### config.mk
export PLATFORM = sky130hd
export DESIGN_NAME = dly_load_seq
export DESIGN_NICKNAME = d
export VERILOG_FILES = /design/src/rtl/dly_load_seq.sv
export SDC_FILE = /design/constraint.sdc
export NUM_CORES = 1
export LEC_CHECK = 0
export ABC_AREA = 1
export BUFFER_PORTS_ARGS = -buffer_cell sky130_fd_sc_hd__buf_2
export CORE_MARGIN = 1
export CORE_UTILIZATION = 46
export CTS_CLUSTER_DIAMETER = 50
export CTS_CLUSTER_SIZE = 30
export DETAILED_ROUTE_END_ITERATION = 7
export GPL_ROUTABILITY_DRIVEN = 0
export PLACE_DENSITY = 0.78
export SLEW_MARGIN = 20
export SYNTH_ARGS = -nofsm -noshare
export SYNTH_HDL_FRONTEND = slang
export SYNTH_SLANG_ARGS = --single-unit
### constraint.sdc
create_clock -name clk -period 1.4 [get_ports clk]
set_input_delay 0.28 -clock clk [delete_from_list [all_inputs] [get_ports clk]]
set_output_delay 0.28 -clock clk [all_outputs]
set_load 0.03 [all_outputs]
### src/rtl/dly_load_seq.sv
// Sequencer that loads 8-bit delays into NUM_LANES input-delay lanes and issues one global set strobe.
// Shadow registers and the registered readback port exist only when DLY_LOAD_SEQ_READBACK_EN is defined.
module dly_load_seq #(
  parameter int          NUM_LANES  = 8,
  parameter int          ADDR_WIDTH = 5,
  parameter int          SET_GAP    = 2,
  parameter logic [7:0]  INIT_DELAY = 8'h00
) (
  input  logic                  clk,
  input  logic                  rst,
  input  logic                  cmd_valid,
  output logic                  cmd_ready,
  input  logic                  cmd_commit,
  input  logic                  cmd_bcast,
  input  logic [ADDR_WIDTH-1:0] cmd_addr,
  input  logic [7:0]            cmd_data,
  output logic [7:0]            dly_data,
  output logic [NUM_LANES-1:0]  dly_ld,
  output logic                  dly_set,
  output logic                  busy,
  output logic                  err,
  input  logic [ADDR_WIDTH-1:0] rd_addr,
  output logic [7:0]            rd_data
);

  typedef enum logic [1:0] {IDLE, GAP, SET} state_t;

  localparam logic [3:0] GAP_LOAD = (SET_GAP == 0) ? 4'd0 : 4'(SET_GAP - 1);

  state_t                state_q, state_d;
  logic [3:0]            cnt_q, cnt_d;
  logic [7:0]            dly_data_q, dly_data_d;
  logic [NUM_LANES-1:0]  dly_ld_q, dly_ld_d;
  logic                  dly_set_q, dly_set_d;
  logic                  busy_q, busy_d;
  logic                  err_q, err_d;

  logic                  cmd_accept;
  logic [NUM_LANES-1:0]  lane_hit;
  logic [NUM_LANES-1:0]  wr_mask;
  logic                  in_range;
  logic                  wr_en;

  // Ready depends only on state and reset, never on the command inputs.
  assign cmd_ready  = (state_q == IDLE) && !rst;
  assign cmd_accept = cmd_valid && cmd_ready;

  always_comb begin
    lane_hit = '0;
    for (int i = 0; i < NUM_LANES; i++) begin
      lane_hit[i] = (cmd_addr == ADDR_WIDTH'(i));
    end
  end

  assign in_range = |lane_hit;
  assign wr_mask  = cmd_bcast ? {NUM_LANES{1'b1}} : lane_hit;
  assign wr_en    = cmd_accept && !cmd_commit && (cmd_bcast || in_range);

  always_comb begin
    state_d    = state_q;
    cnt_d      = cnt_q;
    dly_data_d = dly_data_q;
    dly_ld_d   = '0;
    dly_set_d  = 1'b0;
    busy_d     = busy_q;
    err_d      = err_q;
    case (state_q)
      IDLE: begin
        busy_d = 1'b0;
        if (cmd_accept) begin
          if (cmd_commit) begin
            busy_d = 1'b1;
            if (SET_GAP == 0) begin
              state_d   = SET;
              dly_set_d = 1'b1;
            end else begin
              state_d = GAP;
              cnt_d   = GAP_LOAD;
            end
          end else if (wr_en) begin
            dly_data_d = cmd_data;
            dly_ld_d   = wr_mask;
          end else begin
            err_d = 1'b1;
          end
        end
      end
      GAP: begin
        if (cnt_q == 4'd0) begin
          state_d   = SET;
          dly_set_d = 1'b1;
        end else begin
          cnt_d = cnt_q - 4'd1;
        end
      end
      SET: begin
        state_d = IDLE;
        busy_d  = 1'b0;
      end
      default: begin
        state_d = IDLE;
        busy_d  = 1'b0;
      end
    endcase
  end

  always_ff @(posedge clk or posedge rst) begin
    if (rst) begin
      state_q    <= IDLE;
      cnt_q      <= 4'd0;
      dly_data_q <= 8'h00;
      dly_ld_q   <= '0;
      dly_set_q  <= 1'b0;
      busy_q     <= 1'b0;
      err_q      <= 1'b0;
    end else begin
      state_q    <= state_d;
      cnt_q      <= cnt_d;
      dly_data_q <= dly_data_d;
      dly_ld_q   <= dly_ld_d;
      dly_set_q  <= dly_set_d;
      busy_q     <= busy_d;
      err_q      <= err_d;
    end
  end

  assign dly_data = dly_data_q;
  assign dly_ld   = dly_ld_q;
  assign dly_set  = dly_set_q;
  assign busy     = busy_q;
  assign err      = err_q;

`ifdef DLY_LOAD_SEQ_READBACK_EN
  logic [7:0] shadow_q [NUM_LANES];
  logic [7:0] shadow_d [NUM_LANES];
  logic [7:0] rd_data_q, rd_data_d;

  // Readback returns the pre-update shadow, so a write is visible two cycles after acceptance.
  always_comb begin
    shadow_d  = shadow_q;
    rd_data_d = 8'h00;
    for (int i = 0; i < NUM_LANES; i++) begin
      if (wr_en && wr_mask[i]) begin
        shadow_d[i] = cmd_data;
      end
      if (rd_addr == ADDR_WIDTH'(i)) begin
        rd_data_d = shadow_q[i];
      end
    end
  end

  always_ff @(posedge clk or posedge rst) begin
    if (rst) begin
      for (int i = 0; i < NUM_LANES; i++) begin
        shadow_q[i] <= INIT_DELAY;
      end
      rd_data_q <= 8'h00;
    end else begin
      shadow_q  <= shadow_d;
      rd_data_q <= rd_data_d;
    end
  end

  assign rd_data = rd_data_q;
`else
  logic unused_rd_addr;
  assign unused_rd_addr = ^rd_addr;
  assign rd_data        = 8'h00;
`endif

endmodule

==> run_results.csv <==
group,metric,value,unit
power,p_per_area,1760,nW/um^2
yosys,synth_xor_area_frac,0,
grt,grt_pass1_vias,976,
setup_path,critPathRequiredTime,1.12,ns
setup_path,crit_path_end_kind,"output pin",
yosys,synth_top_family_by_area,"simple AND/OR/NAND/NOR gates",
sta,setup_viol,0,
worst_hold_path,whs_path_depth,3,
detailed_routing,wl_per_cell,10.6,um
detailed_routing,routed_wl,2.21,mm
layout,utilization,0.631,
detailed_routing,vias_per_cell,4.56,
yosys,yosysMostFrequentCell,"nand2_1",
sta,drv_slew,0,
yosys,syn_inst,135,
power,max-vdd-ir-drop,1.12,mV
sta,hold_violations,0,
grt,grt_overflow,0,
detailed_routing,via_count,949,
clock_network,cts_root_buffer,"clkbuf_4",
clock_network,cts_buffer_depth,2,
yosys,ys_types,22,
yosys,synth_edf_count,0,
floorplanning,io_pins,51,
floorplanning,core-area,2300,um^2
layout,fillers,204,
worst_hold_path,hold_end,"dly_data[4]$_DFFE_PP0P_",
placed_design,portBuffers,37,
grt,grt_first_pass_wirelength,3.82,mm
grt,antenna_found_initial,0,
clock_network,cts_tree,"yes",
setup_path,critPathLaunchType,"flip-flop",
yosys,synthSimpleGateAreaFrac,0.270,
yosys,syn_area_per_cell,8.66,um^2
sta,fin_worst_skew,0.00322,ns
placed_design,hpwl,1.71,mm
layout,final_nets,205,
floorplanning,die_area,2750,um^2
clock_network,path_clk_slew,0.14,ns
worst_hold_path,hp-class,"input port to flip-flop",
layout,drive_above_1_share,0.333,
sta,tns,0,ns
yosys,syn-cell-area,1170,um^2
setup_path,cp_max_fo,2,
yosys,yosys.area_share.adder,0.0107,
clock_network,cts_buffers,3,
sta,holdWs,0.153,ns
setup_path,worst-r2r-cell-count,7,
yosys,synthTopCellsByArea,"dfrtp_1, nand2_1, buf_4",
yosys,yosysSeqAreaShare,0.535,
detailed_routing,drt-initial-drc-count,21,
yosys,async_flop_share,1.00,
clock_network,cts.sinks,25,
detailed_routing,drc,0,
status,status,"finished, final reports clean",
setup_path,reg2reg_from,"cnt_q[0]$_DFFE_PP0P_",
sta,period_share,0.958,
power,leakagePower,0.837,nW
setup_path,timing.rr.end,"cnt_q[2]$_DFFE_PP0P_",
yosys,synth_flop_cell,"dfrtp_1",
floorplanning,fp-row-count,17,
placed_design,dp.cells,200,
layout,areaGrowthSynthToFinish,24.0,%
sta,fmax,745,MHz
yosys,synth_top_area_share,0.535,
grt,grt_max_degree,19,
power,total_power,2.55,mW
sta,rsz0062_at_grt,"false",
yosys,synth_top_cell_by_area,"dfrtp_1",
grt,grt_usage,0.189,
floorplanning,initial_core_util,0.509,
clock_network,worstSkewPairLatency,0.31,ns
yosys,synth_seq_cells,25,
floorplanning,fp.dieH,52.4,um
layout,layout.cells.non_filler,208,
yosys,synth_commonest_cells,"nand2_1, dfrtp_1, inv_1",
yosys,synth_compound_area_frac,0.0610,
sta,min_period,1.34,ns
detailed_routing,first_pass_iters,4,
setup_path,worstSetupPathType,"flip-flop to output pin",
layout,n_antenna_cell,0,
floorplanning,die_x,52.4,um
worst_hold_path,hold_start,"cmd_data[4]",
run,cap_violations,0,
clock_network,htreeDepth,1,
setup_path,crit_arrival,1.06,ns
yosys,yosysWarnings,0,
detailed_routing,postRouteAntennaNets,0,
yosys,muxShareOfSynthArea,0,
setup_path,r2r_setup_slack,0.10,ns
[area by class of cell]
type	count	area (um^2)	area share
Inverter	18	72.6	0.0501
Multi-Input combinational cell	90	450	0.311
Clock buffer	3	22.5	0.0155
Timing Repair Buffer	43	238	0.164
Sequential cell	25	626	0.432
Clock inverter	1	5.00	0.00345
Tap cell	28	35.0	0.0242
[flip-flops by register name, indices dropped and copies added, names as in the netlist]
signal / count
dly_data: 8
dly_ld: 8
cnt_q: 4
state_q: 2
busy: 1
dly_set: 1
err: 1
[layer usage]
metal  track usage  wire length [um]  part of all wire
met1         0.212               955              0.43
met2         0.346              1120              0.51
met3        0.0406               118             0.053
met4        0.0658                14            0.0063
met5             0                 0                 0
[worst max-delay path by stage]
stage                           startpoint  slack (ns)              endpoint
CTS                 state_q[0]$_DFFE_PP0P_        0.03             cmd_ready
global placement      cnt_q[0]$_DFFE_PP0P_        0.15  cnt_q[0]$_DFFE_PP0P_
finish              state_q[0]$_DFFE_PP0P_        0.06             cmd_ready
detailed placement    cnt_q[0]$_DFFE_PP0P_         0.1  cnt_q[2]$_DFFE_PP0P_
floorplan           state_q[0]$_DFFE_PP0P_       0.005             cmd_ready
global route        state_q[0]$_DFFE_PP0P_       0.006             cmd_ready
[cells by family after synthesis]
group | Yosys count
other | 1
AND/OR/NAND/NOR | 68
AO/OA/AOI/OAI | 13
adder cells (fa/ha/maj) | 1
buffers and inverters | 27
flip-flops | 25
[worst max-delay path, stage by stage, from the launching register on]
cell     delay, ns
dfrtp_1       0.41
nor3_2        0.16
buf_4         0.17
[power by group]
part	internal [mW]	switching, mW
combinational	0.377	0.806
sequential	0.934	0.111
clock	0.107	0.217
total	1.42	1.13
[stage by stage]
stage | area (um^2) | setup WS (ns)
after CTS | 1420 | 0.0282
after global routing | 1450 | 0.00596
after global placement | 1360 | 0.147
after detailed placement | 1360 | 0.0953
after floorplan | 1200 | 0.00484
final | 1450 | 0.0581
[cell usage in the layout, fill, tap and decap left out]
| cell type | synthesis | final |
|---|---|---|
| clkbuf_4 | 0 | 3 |
| buf_2 | 0 | 36 |
| dfrtp_1 | 25 | 25 |
| nor2_4 | 2 | 2 |
| conb_1 | 1 | 8 |
| nand2_1 | 40 | 40 |
| clkinv_2 | 1 | 2 |
| nand2_8 | 0 | 1 |
| o21ai_0 | 3 | 3 |
| dlymetal6s4s_1 | 0 | 1 |
| a21oi_1 | 8 | 8 |
| o21bai_1 | 1 | 1 |
| nor2_2 | 3 | 3 |
| ha_2 | 0 | 1 |
| inv_2 | 1 | 1 |
| a21oi_2 | 1 | 1 |
| nor2_1 | 13 | 13 |
| buf_4 | 8 | 6 |
| clkinvlp_4 | 0 | 1 |
| inv_1 | 16 | 15 |
| nand2_4 | 1 | 1 |
| nor3_2 | 0 | 1 |
| nand4_1 | 1 | 1 |
| nand3_1 | 5 | 5 |
| nand4_4 | 1 | 1 |
[repair_timing]
action	CTS	global route
hold buffers	1	0
resized for setup	1	5
buffers inserted	2	1
setup endpoints to repair	1	21
pin swaps	0	0
cloned	0	0
endpoints found under the hold margin	7	0
(Power assumes the default switching activity.)
